<file path="config.mk">
export PLATFORM = sky130hd
export DESIGN_NAME = mmio_dev_ctrl
export DESIGN_NICKNAME = d
export VERILOG_FILES = /design/src/rtl/mmio_pkg.sv /design/src/rtl/mmio_sync_debounce.sv /design/src/rtl/mmio_dev_ctrl.sv
export SDC_FILE = /design/constraint.sdc
export NUM_CORES = 1
export LEC_CHECK = 0
export ABC_AREA = 1
export CORE_ASPECT_RATIO = 1.1
export CORE_UTILIZATION = 40
export CTS_CLUSTER_SIZE = 10
export DETAILED_ROUTE_END_ITERATION = 6
export PLACE_DENSITY = 0.57
export REMOVE_ABC_BUFFERS = 1
export SETUP_SLACK_MARGIN = 0.02
export SKIP_CTS_REPAIR_TIMING = 1
export SLEW_MARGIN = 5
export SYNTH_ARGS = -nofsm -noshare
export SYNTH_HDL_FRONTEND = slang
export SYNTH_SLANG_ARGS = --single-unit
export TNS_END_PERCENT = 20
</file>
<file path="constraint.sdc">
create_clock -name clk -period 14.3 [get_ports clk]
set_input_delay 4.29 -clock clk [delete_from_list [all_inputs] [get_ports clk]]
set_output_delay 4.29 -clock clk [all_outputs]
set_load 0.01 [all_outputs]
</file>
<file path="src/rtl/mmio_pkg.sv">
// Purpose: shared register map, CTRL bit positions and address decode for the MMIO device controller.
// Latency: n/a (package only).
// Backpressure: n/a (package only).
package mmio_pkg;

  // The device window is 4 KiB. Only the low WIN_BITS bits of the offset select a register.
  localparam int WIN_BITS = 12;

  localparam logic [WIN_BITS-1:0] OFF_HEX   = 12'h000;
  localparam logic [WIN_BITS-1:0] OFF_LEDR  = 12'h020;
  localparam logic [WIN_BITS-1:0] OFF_KDATA = 12'h080;
  localparam logic [WIN_BITS-1:0] OFF_KCTRL = 12'h084;
  localparam logic [WIN_BITS-1:0] OFF_SDATA = 12'h090;
  localparam logic [WIN_BITS-1:0] OFF_SCTRL = 12'h094;
  localparam logic [WIN_BITS-1:0] OFF_TCNT  = 12'h100;
  localparam logic [WIN_BITS-1:0] OFF_TLIM  = 12'h104;
  localparam logic [WIN_BITS-1:0] OFF_TCTRL = 12'h108;

  // Bit positions inside every device CTRL register.
  localparam int CTRL_RDY = 0;
  localparam int CTRL_OVR = 2;
  localparam int CTRL_IE  = 4;

  typedef enum logic [3:0] {
    REG_NONE,
    REG_HEX,
    REG_LEDR,
    REG_KDATA,
    REG_KCTRL,
    REG_SDATA,
    REG_SCTRL,
    REG_TCNT,
    REG_TLIM,
    REG_TCTRL
  } reg_e;

  // Maps an in-window offset to a register. Offsets that are not exact hits select nothing.
  function automatic reg_e decode_off(input logic [WIN_BITS-1:0] off);
    reg_e r;
    case (off)
      OFF_HEX:   r = REG_HEX;
      OFF_LEDR:  r = REG_LEDR;
      OFF_KDATA: r = REG_KDATA;
      OFF_KCTRL: r = REG_KCTRL;
      OFF_SDATA: r = REG_SDATA;
      OFF_SCTRL: r = REG_SCTRL;
      OFF_TCNT:  r = REG_TCNT;
      OFF_TLIM:  r = REG_TLIM;
      OFF_TCTRL: r = REG_TCTRL;
      default:   r = REG_NONE;
    endcase
    return r;
  endfunction

  // Packs device status into the low bits of a CTRL read. All other bits read as 0.
  function automatic logic [4:0] ctrl_word(input logic rdy, input logic ovr, input logic ie);
    logic [4:0] w;
    w           = '0;
    w[CTRL_RDY] = rdy;
    w[CTRL_OVR] = ovr;
    w[CTRL_IE]  = ie;
    return w;
  endfunction

endpackage

</file>
<file path="src/rtl/mmio_sync_debounce.sv">
// Purpose: 2-flop synchroniser followed by an optional debounce filter (CYC stable cycles).
// Latency: CYC==1 -> stable updates 3 edges after din changes; CYC>1 -> 3+CYC edges.
// Backpressure: none; chg is a 1-cycle combinational strobe high in the cycle before stable updates.
// Ports: clk, reset (async, active-high); din raw input; stable is the filtered vector; chg is the update strobe.
module mmio_sync_debounce #(
  parameter int WIDTH = 1,
  parameter int CYC   = 1
) (
  input  logic             clk,
  input  logic             reset,
  input  logic [WIDTH-1:0] din,
  output logic [WIDTH-1:0] stable,
  output logic             chg
);

  logic [WIDTH-1:0] s1;
  logic [WIDTH-1:0] s2;

  always_ff @(posedge clk or posedge reset) begin
    if (reset) begin
      s1 <= '0;
      s2 <= '0;
    end else begin
      s1 <= din;
      s2 <= s1;
    end
  end

  generate
    if (CYC <= 1) begin : g_direct
      // With no debounce, any synced change is accepted at the next edge.
      assign chg = (s2 != stable);

      always_ff @(posedge clk or posedge reset) begin
        if (reset) begin
          stable <= '0;
        end else if (chg) begin
          stable <= s2;
        end
      end
    end else begin : g_debounce
      localparam int CW = $clog2(CYC);
      localparam logic [CW-1:0] CNT_LAST = CW'(CYC - 1);

      logic [WIDTH-1:0] cand;
      logic [CW-1:0]    cnt;

      // The candidate must be unchanged this cycle, differ from stable, and have aged CYC cycles.
      assign chg = (s2 == cand) && (cand != stable) && (cnt == CNT_LAST);

      always_ff @(posedge clk or posedge reset) begin
        if (reset) begin
          cand   <= '0;
          cnt    <= '0;
          stable <= '0;
        end else if (s2 != cand) begin
          // Any movement of the synced input restarts the stability window.
          cand <= s2;
          cnt  <= '0;
        end else if (cand != stable) begin
          if (cnt == CNT_LAST) begin
            stable <= cand;
            cnt    <= '0;
          end else begin
            cnt <= cnt + CW'(1);
          end
        end
      end
    end
  endgenerate

endmodule

</file>
<file path="src/rtl/mmio_dev_ctrl.sv">
// Purpose: MMIO controller for the MEM stage: HEX/LEDR outputs, KEY/SW inputs with status, interval timer.
// Latency: reads combinational (same cycle); writes and status updates take effect at the next clk edge; irq 1 cycle.
// Backpressure: none; every access completes in one cycle, sel tells the CPU to take rdata over D-MEM.
// Ports: clk, reset (async, active-high); addr/wr_en/wdata/rd_en/rdata/sel bus side;
//        key_n (active-low) and sw raw inputs; hex/ledr registered outputs; irq registered interrupt.
module mmio_dev_ctrl
  import mmio_pkg::*;
#(
  parameter int                  DBITS        = 32,
  parameter logic [DBITS-1:0]    BASE         = 32'hFFFFF000,
  parameter int                  HEXBITS      = 24,
  parameter int                  LEDRBITS     = 10,
  parameter int                  KEYBITS      = 4,
  parameter int                  SWBITS       = 10,
  parameter logic [HEXBITS-1:0]  HEX_RST      = 24'hFEDEAD,
  parameter int                  DEBOUNCE_CYC = 100000,
  parameter int                  TICK_CYC     = 50000
) (
  input  logic                clk,
  input  logic                reset,
  input  logic [DBITS-1:0]    addr,
  input  logic                wr_en,
  input  logic [DBITS-1:0]    wdata,
  input  logic                rd_en,
  output logic [DBITS-1:0]    rdata,
  output logic                sel,
  input  logic [KEYBITS-1:0]  key_n,
  input  logic [SWBITS-1:0]   sw,
  output logic [HEXBITS-1:0]  hex,
  output logic [LEDRBITS-1:0] ledr,
  output logic                irq
);

  localparam int PW = (TICK_CYC > 1) ? $clog2(TICK_CYC) : 1;
  localparam logic [PW-1:0] PRESC_LAST = PW'(TICK_CYC - 1);

  // ---------------- address decode ----------------
  logic [DBITS-1:0] off;
  logic             in_win;
  reg_e             rsel;

  assign off    = addr - BASE;
  assign in_win = (off[DBITS-1:WIN_BITS] == '0);
  assign rsel   = in_win ? decode_off(off[WIN_BITS-1:0]) : REG_NONE;
  assign sel    = (rsel != REG_NONE);

  logic wr_hex, wr_ledr, wr_kctrl, wr_sctrl, wr_tcnt, wr_tlim, wr_tctrl;
  logic rd_kdata, rd_sdata;

  assign wr_hex   = wr_en && (rsel == REG_HEX);
  assign wr_ledr  = wr_en && (rsel == REG_LEDR);
  assign wr_kctrl = wr_en && (rsel == REG_KCTRL);
  assign wr_sctrl = wr_en && (rsel == REG_SCTRL);
  assign wr_tcnt  = wr_en && (rsel == REG_TCNT);
  assign wr_tlim  = wr_en && (rsel == REG_TLIM);
  assign wr_tctrl = wr_en && (rsel == REG_TCTRL);
  assign rd_kdata = rd_en && (rsel == REG_KDATA);
  assign rd_sdata = rd_en && (rsel == REG_SDATA);

  // ---------------- input devices ----------------
  logic [KEYBITS-1:0] kdata;
  logic               k_ev;
  logic [SWBITS-1:0]  sdata;
  logic               s_ev;

  mmio_sync_debounce #(.WIDTH(KEYBITS), .CYC(1)) u_key (
    .clk    (clk),
    .reset  (reset),
    .din    (~key_n),
    .stable (kdata),
    .chg    (k_ev)
  );

  mmio_sync_debounce #(.WIDTH(SWBITS), .CYC(DEBOUNCE_CYC)) u_sw (
    .clk    (clk),
    .reset  (reset),
    .din    (sw),
    .stable (sdata),
    .chg    (s_ev)
  );

  // ---------------- state ----------------
  logic             k_rdy, k_ovr, k_ie;
  logic             s_rdy, s_ovr, s_ie;
  logic             t_rdy, t_ovr, t_ie;
  logic [DBITS-1:0] tcnt, tlim;
  logic [PW-1:0]    presc;

  // Software clears are applied first, then a hardware event overrides them, so a set
  // landing on the same edge as a clear is never lost.
  function automatic logic [2:0] stat_next(
    input logic             rdy,
    input logic             ovr,
    input logic             ie,
    input logic             ev,
    input logic             rd_clr,
    input logic             ctrl_wr,
    input logic [DBITS-1:0] wd
  );
    logic n_rdy, n_ovr, n_ie;
    n_rdy = rdy;
    n_ovr = ovr;
    n_ie  = ie;
    if (ctrl_wr) begin
      if (!wd[CTRL_RDY]) n_rdy = 1'b0;
      if (!wd[CTRL_OVR]) n_ovr = 1'b0;
      n_ie = wd[CTRL_IE];
    end
    if (rd_clr) n_rdy = 1'b0;
    if (ev) begin
      if (rdy) n_ovr = 1'b1;
      n_rdy = 1'b1;
    end
    return {n_ie, n_ovr, n_rdy};
  endfunction

  // ---------------- timer next state ----------------
  logic             tick;
  logic             t_ev;
  logic [DBITS-1:0] tcnt_n;
  logic [PW-1:0]    presc_n;

  assign tick = (presc == PRESC_LAST);

  always_comb begin
    tcnt_n  = tcnt;
    presc_n = tick ? '0 : presc + PW'(1);
    t_ev    = 1'b0;
    if (wr_tcnt) begin
      // A software load wins over a coincident tick and restarts the prescale period.
      tcnt_n  = wdata;
      presc_n = '0;
    end else if (tick) begin
      if ((tlim != '0) && (tcnt == tlim - DBITS'(1))) begin
        tcnt_n = '0;
        t_ev   = 1'b1;
      end else begin
        tcnt_n = tcnt + DBITS'(1);
      end
    end
  end

  logic [2:0] k_nxt, s_nxt, t_nxt;
  logic       irq_n;

  assign k_nxt = stat_next(k_rdy, k_ovr, k_ie, k_ev, rd_kdata, wr_kctrl, wdata);
  assign s_nxt = stat_next(s_rdy, s_ovr, s_ie, s_ev, rd_sdata, wr_sctrl, wdata);
  assign t_nxt = stat_next(t_rdy, t_ovr, t_ie, t_ev, 1'b0,     wr_tctrl, wdata);

  // irq follows next-state status so it lines up with the edge that raises ready.
  assign irq_n = (k_nxt[0] & k_nxt[2]) | (s_nxt[0] & s_nxt[2]) | (t_nxt[0] & t_nxt[2]);

  always_ff @(posedge clk or posedge reset) begin
    if (reset) begin
      hex   <= HEX_RST;
      ledr  <= '0;
      irq   <= 1'b0;
      k_rdy <= 1'b0;
      k_ovr <= 1'b0;
      k_ie  <= 1'b0;
      s_rdy <= 1'b0;
      s_ovr <= 1'b0;
      s_ie  <= 1'b0;
      t_rdy <= 1'b0;
      t_ovr <= 1'b0;
      t_ie  <= 1'b0;
      tcnt  <= '0;
      tlim  <= '0;
      presc <= '0;
    end else begin
      if (wr_hex)  hex  <= wdata[HEXBITS-1:0];
      if (wr_ledr) ledr <= wdata[LEDRBITS-1:0];
      if (wr_tlim) tlim <= wdata;
      tcnt  <= tcnt_n;
      presc <= presc_n;
      {k_ie, k_ovr, k_rdy} <= k_nxt;
      {s_ie, s_ovr, s_rdy} <= s_nxt;
      {t_ie, t_ovr, t_rdy} <= t_nxt;
      irq <= irq_n;
    end
  end

  // ---------------- read mux ----------------
  always_comb begin
    rdata = '0;
    case (rsel)
      REG_HEX:   rdata[HEXBITS-1:0]  = hex;
      REG_LEDR:  rdata[LEDRBITS-1:0] = ledr;
      REG_KDATA: rdata[KEYBITS-1:0]  = kdata;
      REG_KCTRL: rdata[4:0]          = ctrl_word(k_rdy, k_ovr, k_ie);
      REG_SDATA: rdata[SWBITS-1:0]   = sdata;
      REG_SCTRL: rdata[4:0]          = ctrl_word(s_rdy, s_ovr, s_ie);
      REG_TCNT:  rdata               = tcnt;
      REG_TLIM:  rdata               = tlim;
      REG_TCTRL: rdata[4:0]          = ctrl_word(t_rdy, t_ovr, t_ie);
      default:   rdata               = '0;
    endcase
  end

endmodule

</file>
* Word level (Yosys, flattened, before mapping)
Index checks and enable logic that the tools add are counted.
** Word-level totals
- Bits in registers :: 193
- Input port bits :: 82
- Output and inout port bits :: 68
- Logic and storage cells :: 122
** Cells by class
- $add $sub $neg :: 5
- Eq/ne operators :: 24
- Mux-type cells :: 44
- Bitwise gates (word level) :: 7
- Reductions and logical operators :: 19
** Operator list (count)
- $mux W32 :: 3
- $pmux W4 S9 :: 2
- $mux W17 :: 3
- $eq A12 B8 Y1 const B :: 4
- $pmux W14 S3 :: 1
- $eq A12 B9 Y1 const B :: 3
- $add A32 B1 Y32 const B :: 1
- $eq A32 B32 Y1 :: 1
- $mux W16 :: 2
- $reduce_bool A32 Y1 :: 1
- $sub A32 B1 Y32 const B :: 1
- $sub A32 B32 Y32 const B :: 1
- $mux W1 :: 29
- $pmux W5 S5 :: 1
- $logic_not A20 Y1 :: 1
- $ne A10 B10 Y1 :: 2
- $add A17 B1 Y17 const B :: 1
- $eq A17 B17 Y1 const B :: 1
- $add A16 B1 Y16 const B :: 1
- $eq A16 B16 Y1 const B :: 1
- $eq A4 B3 Y1 const B :: 4
- $pmux W8 S2 :: 1
- $eq A12 B6 Y1 const B :: 1
- $logic_and A1 B1 Y1 :: 12
- 15 further kinds :: 21

* Logic depth before layout (Yosys ltp)
Gate-level depths: netlist of run 1.
- Depth after elaboration :: 12
- Gate-level depth with buffers :: 21
- Depth with buffers taken out :: 20

* By module
Synthesis of run 1 repeated with hierarchy kept, for this count alone.
** Second synthesis, totals
- Cell total of the unflattened synthesis :: 1960
- Area total of the unflattened synthesis :: 13377.8 um2
** By module, submodules not included
- mmio_dev_ctrl :: times used 1, cells an instance 1576, area each 10074.7 um2, sequential area each 3125.5 um2
- mmio_sync_debounce (u_sw) :: times used 1, cells an instance 344, area each 2897.8 um2, sequential area each 1426.4 um2
- mmio_sync_debounce (u_key) :: times used 1, cells an instance 40, area each 405.4 um2, sequential area each 300.3 um2

* Least setup slack after synthesis of run 1
No wires, ideal clock.
- Path type :: input -> output
- Start point :: in addr[16]
- End point :: out rdata[24]
- Arrival time :: 6.087 ns
- Data required time :: 10.010 ns
- Slack :: 3.923 ns
- Cell stages on the path :: 14
- Buffers on the path :: 2
- Cells stage by stage :: nand2_1 nor2_2 nand2_1 nand2_1 nand2_1 nor2_1 nand2_1 nor2_8 nand4_4 nor2_4 nand2_1 buf_2 buf_4 o22ai_1
** On the way
- Word-level cells in the longest chain between the ends :: 5
- Elaborated cells between the ends (all ways) :: 6
- Those cells by class :: add/sub: 1; eq/ne: 2; mux: 2; reduce/logical: 1
** Ends and longest elaborated chain
- from (decl) :: line mmio_dev_ctrl.sv:21 : input logic [DBITS-1:0] addr,
- $sub A32 B32 Y32 (*) :: line mmio_dev_ctrl.sv:42 : assign off = addr - BASE;
- $logic_not A20 Y1 (*) :: line mmio_dev_ctrl.sv:43 : assign in_win = (off[DBITS-1:WIN_BITS] == '0);
- $mux W4 (*) :: line mmio_dev_ctrl.sv:44 : assign rsel = in_win ? decode_off(off[WIN_BITS-1:0]) : REG_NONE;
- $eq A4 B4 Y1 / $eq A4 B3 Y1 (equally long branches) :: line mmio_dev_ctrl.sv:186 : case (rsel)
- $pmux W8 S2 (*) :: line mmio_dev_ctrl.sv:186
- to (decl) :: line mmio_dev_ctrl.sv:25 : output logic [DBITS-1:0] rdata,
Every way passes the cells marked *; elsewhere a longest branch is shown, timed or not.

* Worst setup path in the final report of run 1
- Start point :: in addr[20]
- End point :: out rdata[12]
** On the way
- Word-level cells in the longest chain between the ends :: 5
- Elaborated cells between the ends (all ways) :: 7
- Those cells by class :: add/sub: 1; eq/ne: 3; mux: 2; reduce/logical: 1
** Ends and longest elaborated chain (line)
- $sub A32 B32 Y32 (*) :: mmio_dev_ctrl.sv:42
- $logic_not A20 Y1 (*) :: mmio_dev_ctrl.sv:43
- $mux W4 (*) :: mmio_dev_ctrl.sv:44
- $eq A4 B4 Y1 (tied with other cells) :: mmio_dev_ctrl.sv:186
- $pmux W14 S3 (*) :: mmio_dev_ctrl.sv:186
Marked as above.

==> flow_summary.ini, run 1 <==
[global_route]
grt-ovfl-total = 0
grt_start_max_net_pins = 124
first_global_vias = 11253
grt_usage_pct = 25.60
antenna_found_initial = 1
grt_pass1_wl_um = 61170

[placement]
io_buffers = 149
dp_hpwl_um = 28540
dp.cells = 2168
dpl_worst_slack_ns = 1.831
gp_congestion = 0.9798

[sta]
fin_crit_ns = 12.54
tightest_slew_ns = 1.075
drv_slew = 0
setup_viol = 0
finalHoldViolations = 0
max_clock_freq_ghz = 0.07972
finClkSkew_ns = 0.01391
period_share_pct = 87.72
rsz0062_at_grt = no
timing.setup.tns_ns = 0
setup_slack_ns = 1.757
hold_ws_ns = 0.3510
max_slew_margin_pct = 28.10

[outcome]
outcome = completed

[logic_synthesis]
synth_flop_cell = dfrtp_1
yosys_warnings = 0
yosysSeqAreaShare_pct = 40.26
syn_area_um2 = 12050
synth.distinct_cells = 47
syn_area_per_cell_um2 = 7.085
ys_ff_latch = 193
async_flop_share_pct = 100.0
postSynthCellCount = 1701
synth-edff-count = 0

[setup_path]
cp.required_ns = 10.01
crit_arrival_ns = 8.25
crit_type = in -> out
cp-start-kind = primary input
crit_path_max_fanout = 15
critPathCaptureType = output pin

[routing]
firstDrtPassIters = 7
via_per_inst = 5.185
vias = 11408
drt-initial-drc-count = 710
wire_per_inst_um = 17.28
finalWirelength_um = 38030
drc = 0
drtAntennaViolNets = 0

[pwr]
p_leak_nw = 6.588
irDropWorstVdd_v = 0.00006365
p_per_area_nw_per_um2 = 79.10
total_power_mw = 1.136

[clock_tree]
cts_made_buffers = 17
cts_tree = yes
clkTransAtPathRegs_ns = 0.08
clk_latency_ns = 0.45
clock-sinks = 193
clockRootBuffer = clkbuf_16
cts_buffer_depth = 2
htreeDepth = 4

[layout]
area.growth.synth_to_final_pct = 19.21
num_antenna_cells = 0
drive_gt1_share_pct = 6.572
nets = 1900
layout_common_cells = nand2_1, nor2_1, inv_1, dfrtp_1, clkdlybuf4s50_1
layout_commonest_cell = nand2_1
fin_cells = 2200

[die]
rows = 66
start_util_pct = 40.77
io_pins = 150
die_y_um = 184.1
core_area_um2 = 29560
chipWidth_um = 167.5
dieArea_um2 = 30830

[job]
drv_cap = 0

[worst_hold_path]
min_path_type = reg -> reg
==> worst max-delay path, stage by stage <==
cell             delay (ns)
clkdlybuf4s50_1        0.56
nand2_1                0.12
nor2_1                 0.27
nand3_1                0.14
nand2_1                0.10
nand2_1                0.07
nor2_2                 0.09
nand2_2                0.09
nor2_8                 0.18
nand3_4                0.11
nor2_4                 0.32
nand2_1                0.56
buf_4                  0.45
o221ai_1               0.30
clkdlybuf4s50_1        0.60
==> routing by layer <==
layer / wire (um) / GRT usage, % / part of all wire, % / vias up
li1: - / - / - / 5676
met1: 16460 / 32.11 / 43 / 5361
met2: 18440 / 43.92 / 48 / 294
met3: 1715 / 3.875 / 4.5 / 77
met4: 1407 / 10.68 / 3.7 / 0
met5: 0 / 0 / 0 / -
==> flip-flops by register name, summed over array words and instances (netlist names), 4 cells and up <==
| signal | count |
|---|---|
| u_sw.s2 | 10 |
| u_sw.s1 | 10 |
| u_sw.g_debounce.cnt | 17 |
| presc | 16 |
| u_key.s1 | 4 |
| u_sw.g_debounce.cand | 10 |
| u_key.s2 | 4 |
| tlim | 32 |
| u_key.stable | 4 |
| hex | 24 |
| ledr | 10 |
| tcnt | 32 |
| u_sw.stable | 10 |
==> report_power, final <==
part	total (mW)	internal (mW)	switching (mW)	leakage, nW
Combinational	0.0646	0.0279	0.0368	3.78
Sequential	0.555	0.552	0.00352	2.50
Clock	0.517	0.247	0.270	0.307
==> cell type report <==
cell class	count	area, um^2
clock buffer	17	425.4
clock inverter	15	217.7
fill	2992	15200
inverter	209	792.0
multi-input combinational	1238	6082
sequential	193	4852
tap	374	467.9
timing repair buffer	154	1529
==> cell families after synthesis <==
logic type / Yosys count / synth area share (%)
XOR/XNOR: 67 / 4.983
flip-flops: 193 / 40.26
AO/OA/AOI/OAI: 191 / 9.645
adder cells (fa/ha/maj): 5 / 0.5191
buffers and inverters: 270 / 9.396
AND/OR/NAND/NOR: 975 / 35.20
==> worst paths after layout <==
| kind | start | end | slack (ns) | cells past startpoint |
|---|---|---|---|---|
| worst max-delay path | addr[20] | rdata[12] | 1.76 | 15 |
| worst max register to register | tlim[0] | tcnt[29] | 10.22 | 19 |
| worst min register to register | u_key.s1[0] | u_key.s2[0] | 0.35 | 0 |
| max in group asynchronous | reset | tlim[2] | 8.41 | 3 |
| min in group asynchronous | reset | presc[11] | 4.42 | 2 |
| worst min-delay path | u_key.s1[0] | u_key.s2[0] | 0.35 | 0 |
==> stage by stage <==
step	area, um^2	util [%]
final	14370	48.59
after global routing	14370	48.59
after CTS	14370	48.59
after detailed placement	13720	46.42
after global placement	13720	46.42
after floorplan	11700	-
==> cells in the mapped netlist, types with 7 or more instances <==
master / number / area (um^2)
nand4_1: 46 / 287.8
buf_2: 14 / 70.07
o21ai_0: 68 / 340.3
o211ai_1: 13 / 97.59
o21ai_1: 40 / 200.2
buf_4: 7 / 52.55
nand3_1: 128 / 640.6
buf_6: 10 / 112.6
o21ai_2: 10 / 87.58
inv_1: 200 / 750.7
o221ai_1: 8 / 70.07
xor2_1: 53 / 464.2
inv_2: 7 / 26.28
nor2_4: 10 / 112.6
nand3b_1: 9 / 67.56
nor4_1: 15 / 93.84
nor2_1: 201 / 754.5
xnor2_1: 13 / 113.9
nand2_1: 507 / 1903
dfrtp_1: 175 / 4379
clkbuf_1: 28 / 105.1
dfstp_2: 18 / 473.0
o22ai_1: 18 / 112.6
nor3_1: 26 / 130.1
a21oi_1: 19 / 95.09
nand2_2: 10 / 62.56
nor2_2: 12 / 75.07
(Power assumes the default switching activity.)
==> run 2, diff against run 1 <==
--- a/config.mk
+++ b/config.mk
@@ -10,7 +10,7 @@
 export CORE_UTILIZATION = 40
 export CTS_CLUSTER_SIZE = 10
 export DETAILED_ROUTE_END_ITERATION = 6
-export PLACE_DENSITY = 0.57
+export PLACE_DENSITY_LB_ADDON = 0.2
 export REMOVE_ABC_BUFFERS = 1
 export SETUP_SLACK_MARGIN = 0.02
 export SKIP_CTS_REPAIR_TIMING = 1
==> flow_summary.ini, run 2 (same netlist as run 1, synthesis figures left out) <==
[global_route]
first_global_vias = 11438
grt_usage_pct = 24.96
grt-ovfl-total = 0
grt_start_max_net_pins = 128
grt_pass1_wl_um = 60040
antenna_found_initial = 1

[layout]
drive_gt1_share_pct = 6.572
reg_top3 = tcnt x32, tlim x32, hex x24
num_antenna_cells = 0
layout_common_cells = nand2_1, nor2_1, inv_1, dfrtp_1, clkdlybuf4s50_1
multi_input_area_um2 = 6073
nets = 1900
layout_commonest_cell = nand2_1
fin_cells = 2200
area.growth.synth_to_final_pct = 19.22
seq_area_um2 = 4852
fillers = 3031

[setup_path]
critPathCaptureType = output pin
crit_arrival_ns = 8.10
cp-start-kind = primary input
worstReg2RegEnd = tcnt[7]
path_cells = clkdlybuf4s50_1 -> nand2_1 -> nor2_1 -> nand3_1 -> nand2_1 -> nand2_1 -> nor2_2 -> nand2_2 -> nor2_8 -> nand3_4 -> nor2_4 -> nand2_1 -> buf_4 -> o221ai_1 -> clkdlybuf4s50_1
rr_startpoint = tlim[0]
slowest_stage = clkdlybuf4s50_1
crit_path_max_fanout = 17
reg2reg_depth = 19
crit_top_cell = nand2_1
crit_type = in -> out
critPathMaxStageDelay_ns = 0.59
r2r_setup_slack_ns = 10.28
cp.required_ns = 10.01

[routing]
drc = 0
drtAntennaViolNets = 0
vias = 11348
highest_layer = met4
wl_met1_um = 16230
finalWirelength_um = 36880
firstDrtPassIters = 5
wire_per_inst_um = 16.76
drt-initial-drc-count = 764
wl_met2_um = 18460
met3_length_um = 1436
via_per_inst = 5.158

[worst_hold_path]
min_from = u_sw.s1[8]
min_path_type = reg -> reg
min_to = u_sw.s2[8]
min_path_cells = 0

[placement]
io_buffers = 149
gp_congestion = 0.9580
dp_hpwl_um = 27700
dp.cells = 2168

[die]
die_y_um = 184.1
io_pins = 150
start_util_pct = 40.77
rows = 66
core_area_um2 = 29560
dieArea_um2 = 30830
chipWidth_um = 167.5

[sta]
max_clock_freq_ghz = 0.08071
rsz0062_at_grt = no
setup_viol = 0
fin_crit_ns = 12.39
finClkSkew_ns = 0.01579
timing.setup.tns_ns = 0
drv_slew = 0
period_share_pct = 86.64
finalHoldViolations = 0
max_slew_margin_pct = 33.17
tightest_slew_ns = 1.002

[clock_tree]
clk_latency_ns = 0.45
clockRootBuffer = clkbuf_16
cts_made_buffers = 17
cts_tree = yes
htreeDepth = 4
cts_buffer_depth = 2
clkTransAtPathRegs_ns = 0.08
clock-sinks = 193

[outcome]
outcome = completed

[job]
drv_cap = 0

[pwr]
irDropWorstVdd_v = 0.00007634
p_leak_nw = 6.595
p_per_area_nw_per_um2 = 79.66
-- run 2: changes by cell type in the layout (fill, tap and decap cells not counted), sizes merged --
cell,previous run,this run
clkinvlp,1,0
clkinv,7,8
-- run 2: metal layers --
metal	track usage (%)	up-vias
met1	31.18	5331
met3	3.315	38
met2	44.40	285
met5	0	-
li1	-	5694
met4	8.037	0
-- run 2: cell type report --
type	count	share of cell area (%)
clock buffers	17	2.961
clock inverters	15	1.585
inverters	209	5.513
multi-input cells	1238	42.27
flip-flops and latches	193	33.77
well taps	374	3.257
repair buffers	154	10.64
-- run 2: critical path: cells and delay by family --
kind	cells	cell delay (ns)
AO/OA/AOI/OAI	1	0.24
buffers and inverters	3	1.55
AND/OR/NAND/NOR	11	1.99
-- run 2: per-stage QoR --
stage	hold slack, ns	total power [mW]	cell area [um^2]	worst slack [ns]	utilization, %
global placement	0.3328	0.6311	13710	1.910	46.39
detailed placement	0.3347	0.6317	13710	1.888	46.39
global route	0.3621	1.186	14370	1.570	48.60
CTS	0.3557	1.157	14370	1.883	48.60
finish	0.3528	1.144	14370	1.910	48.60
floorplan	0.3312	0.5932	11700	3.586	-
-- run 2: where the power goes --
group	internal [mW]	total [mW]	switching, mW	leakage [nW]
Clock	0.249	0.525	0.275	0.314
Sequential	0.552	0.555	0.00355	2.50
Combinational	0.0279	0.0649	0.0370	3.78
Total	0.829	1.14	0.316	6.60
-- run 2: worst max path at each step --
stage | slack (ns) | startpoint | depth (start not counted) | to
after detailed placement | 1.89 | addr[20] | 15 | rdata[31]
after CTS | 1.88 | addr[20] | 15 | rdata[12]
after floorplan | 3.59 | addr[16] | 14 | rdata[9]
final | 1.91 | addr[22] | 15 | rdata[12]
after global placement | 1.91 | addr[20] | 15 | rdata[31]
after global routing | 1.57 | addr[22] | 18 | rdata[8]
==> run 3, diff against run 2 <==
--- a/config.mk
+++ b/config.mk
@@ -7,9 +7,11 @@
 export LEC_CHECK = 0
 export ABC_AREA = 1
 export CORE_ASPECT_RATIO = 1.1
+export CORE_MARGIN = 2
 export CORE_UTILIZATION = 40
 export CTS_CLUSTER_SIZE = 10
 export DETAILED_ROUTE_END_ITERATION = 6
+export HOLD_SLACK_MARGIN = 0.02
 export PLACE_DENSITY_LB_ADDON = 0.2
 export REMOVE_ABC_BUFFERS = 1
 export SETUP_SLACK_MARGIN = 0.02
==> flow_summary.ini, run 3 (same netlist as run 1, synthesis figures left out) <==
[outcome]
outcome = completed

[setup_path]
rr_startpoint = tlim[0]
critPathMaxStageDelay_ns = 0.57
crit_arrival_ns = 7.99
r2r_setup_slack_ns = 10.34
path_cells = clkdlybuf4s50_1 -> nand2_1 -> nor2_2 -> nand2_1 -> nor2_1 -> nand2_1 -> nand2_1 -> nand2_1 -> nor2_4 -> nand4_4 -> nor2_2 -> nand2_1 -> inv_2 -> nand2_1 -> nand2_1 -> nor2_1 -> nand3_1 -> clkdlybuf4s50_1
slowest_stage = clkdlybuf4s50_1
cp-start-kind = primary input
cp-endpoint = rdata[1]
reg2reg_depth = 16
critPathCaptureType = output pin
crit_type = in -> out
crit_path_max_fanout = 25
worstReg2RegEnd = tcnt[26]
cp.required_ns = 10.01
crit_top_cell = nand2_1
crit_start = addr[20]

[routing]
wire_per_inst_um = 17.01
drc = 0
firstDrtPassIters = 5
finalWirelength_um = 37430
via_per_inst = 5.188
vias = 11414
drt-initial-drc-count = 735
drtAntennaViolNets = 0

[placement]
io_buffers = 149
dpl_worst_slack_ns = 2.073
dp.cells = 2168
gp_congestion = 0.9372
dp_hpwl_um = 28350

[sta]
tightest_slew_ns = 0.9824
finalHoldViolations = 0
timing.setup.tns_ns = 0
rsz0062_at_grt = no
setup_slack_ns = 2.019
fin_crit_ns = 12.28
period_share_pct = 85.88
max_clock_freq_ghz = 0.08143
finClkSkew_ns = 0.01025
max_slew_margin_pct = 34.51
setup_viol = 0
drv_slew = 0

[layout]
reg_top3 = tcnt x32, tlim x32, hex x24
drive_gt1_share_pct = 6.572
layout_commonest_cell = nand2_1
fin_cells = 2200
multi_input_area_um2 = 6082
fillers = 2994
nets = 1900
utilization_pct = 48.40
area.growth.synth_to_final_pct = 19.05
seq_area_um2 = 4852
layout_common_cells = nand2_1, nor2_1, inv_1, dfrtp_1, clkdlybuf4s50_1
num_antenna_cells = 0

[clock_tree]
clkTransAtPathRegs_ns = 0.08
clock-sinks = 193
cts_tree = yes
htreeDepth = 4
cts_made_buffers = 17
cts_buffer_depth = 2
clockRootBuffer = clkbuf_16
clk_latency_ns = 0.45

[pwr]
irDropWorstVdd_v = 0.00007115
p_per_area_nw_per_um2 = 78.16
total_power_mw = 1.121
p_leak_nw = 6.582

[global_route]
grt_start_max_net_pins = 126
grt_usage_pct = 24.40
antenna_found_initial = 0
grt_pass1_wl_um = 59840
grt-ovfl-total = 0
first_global_vias = 11266

[die]
io_pins = 150
start_util_pct = 40.65
die_y_um = 186.1
core_area_um2 = 29650
chipWidth_um = 169.5
dieArea_um2 = 31540
rows = 66

[job]
drv_cap = 0

[worst_hold_path]
min_path_type = reg -> reg
## run 3: worst min-delay path by stage
stage | startpoint | to | slack [ns] | depth (start not counted)
final | u_sw.s1[8] | u_sw.s2[8] | 0.35 | 0
after global routing | u_sw.s1[1] | u_sw.s2[1] | 0.36 | 0
after CTS | u_key.s1[1] | u_key.s2[1] | 0.35 | 0
after detailed placement | u_key.s1[1] | u_key.s2[1] | 0.33 | 0
after global placement | u_sw.s1[7] | u_sw.s2[7] | 0.33 | 0
after floorplan | u_key.s1[0] | u_key.s2[0] | 0.33 | 0
## run 3: worst max-delay path, delay by kind of cell
kind	cells	cell delay, ns
buf+inv	3	1.63
simple gates	15	2.08
## run 3: cell type report
cell class / count / area share [%]
clock inverter: 15 / 1.387
timing repair buffer: 154 / 10.66
inverter: 209 / 5.520
multi-input combinational: 1238 / 42.39
clock buffer: 17 / 2.965
tap: 374 / 3.262
sequential: 193 / 33.82
## run 3: stage by stage
| stage | hold slack (ns) | instance area, um^2 |
|---|---|---|
| after floorplan | 0.3312 | 11700 |
| after global placement | 0.3323 | 13720 |
| after detailed placement | 0.3347 | 13720 |
| after CTS | 0.3538 | 14350 |
| after global routing | 0.3617 | 14350 |
| final | 0.3522 | 14350 |
## run 3: per-layer routing
metal	up-vias	global-route usage (%)	wire (um)
met3	76	3.296	1501
met2	312	42.27	18280
met1	5340	30.39	16240
li1	5686	-	-
met5	-	0	0
met4	0	10.91	1410
## run 3: report_power, final
part           switching (mW)  internal, mW
clock network           0.260         0.241
registers             0.00362         0.552
logic                  0.0372        0.0279
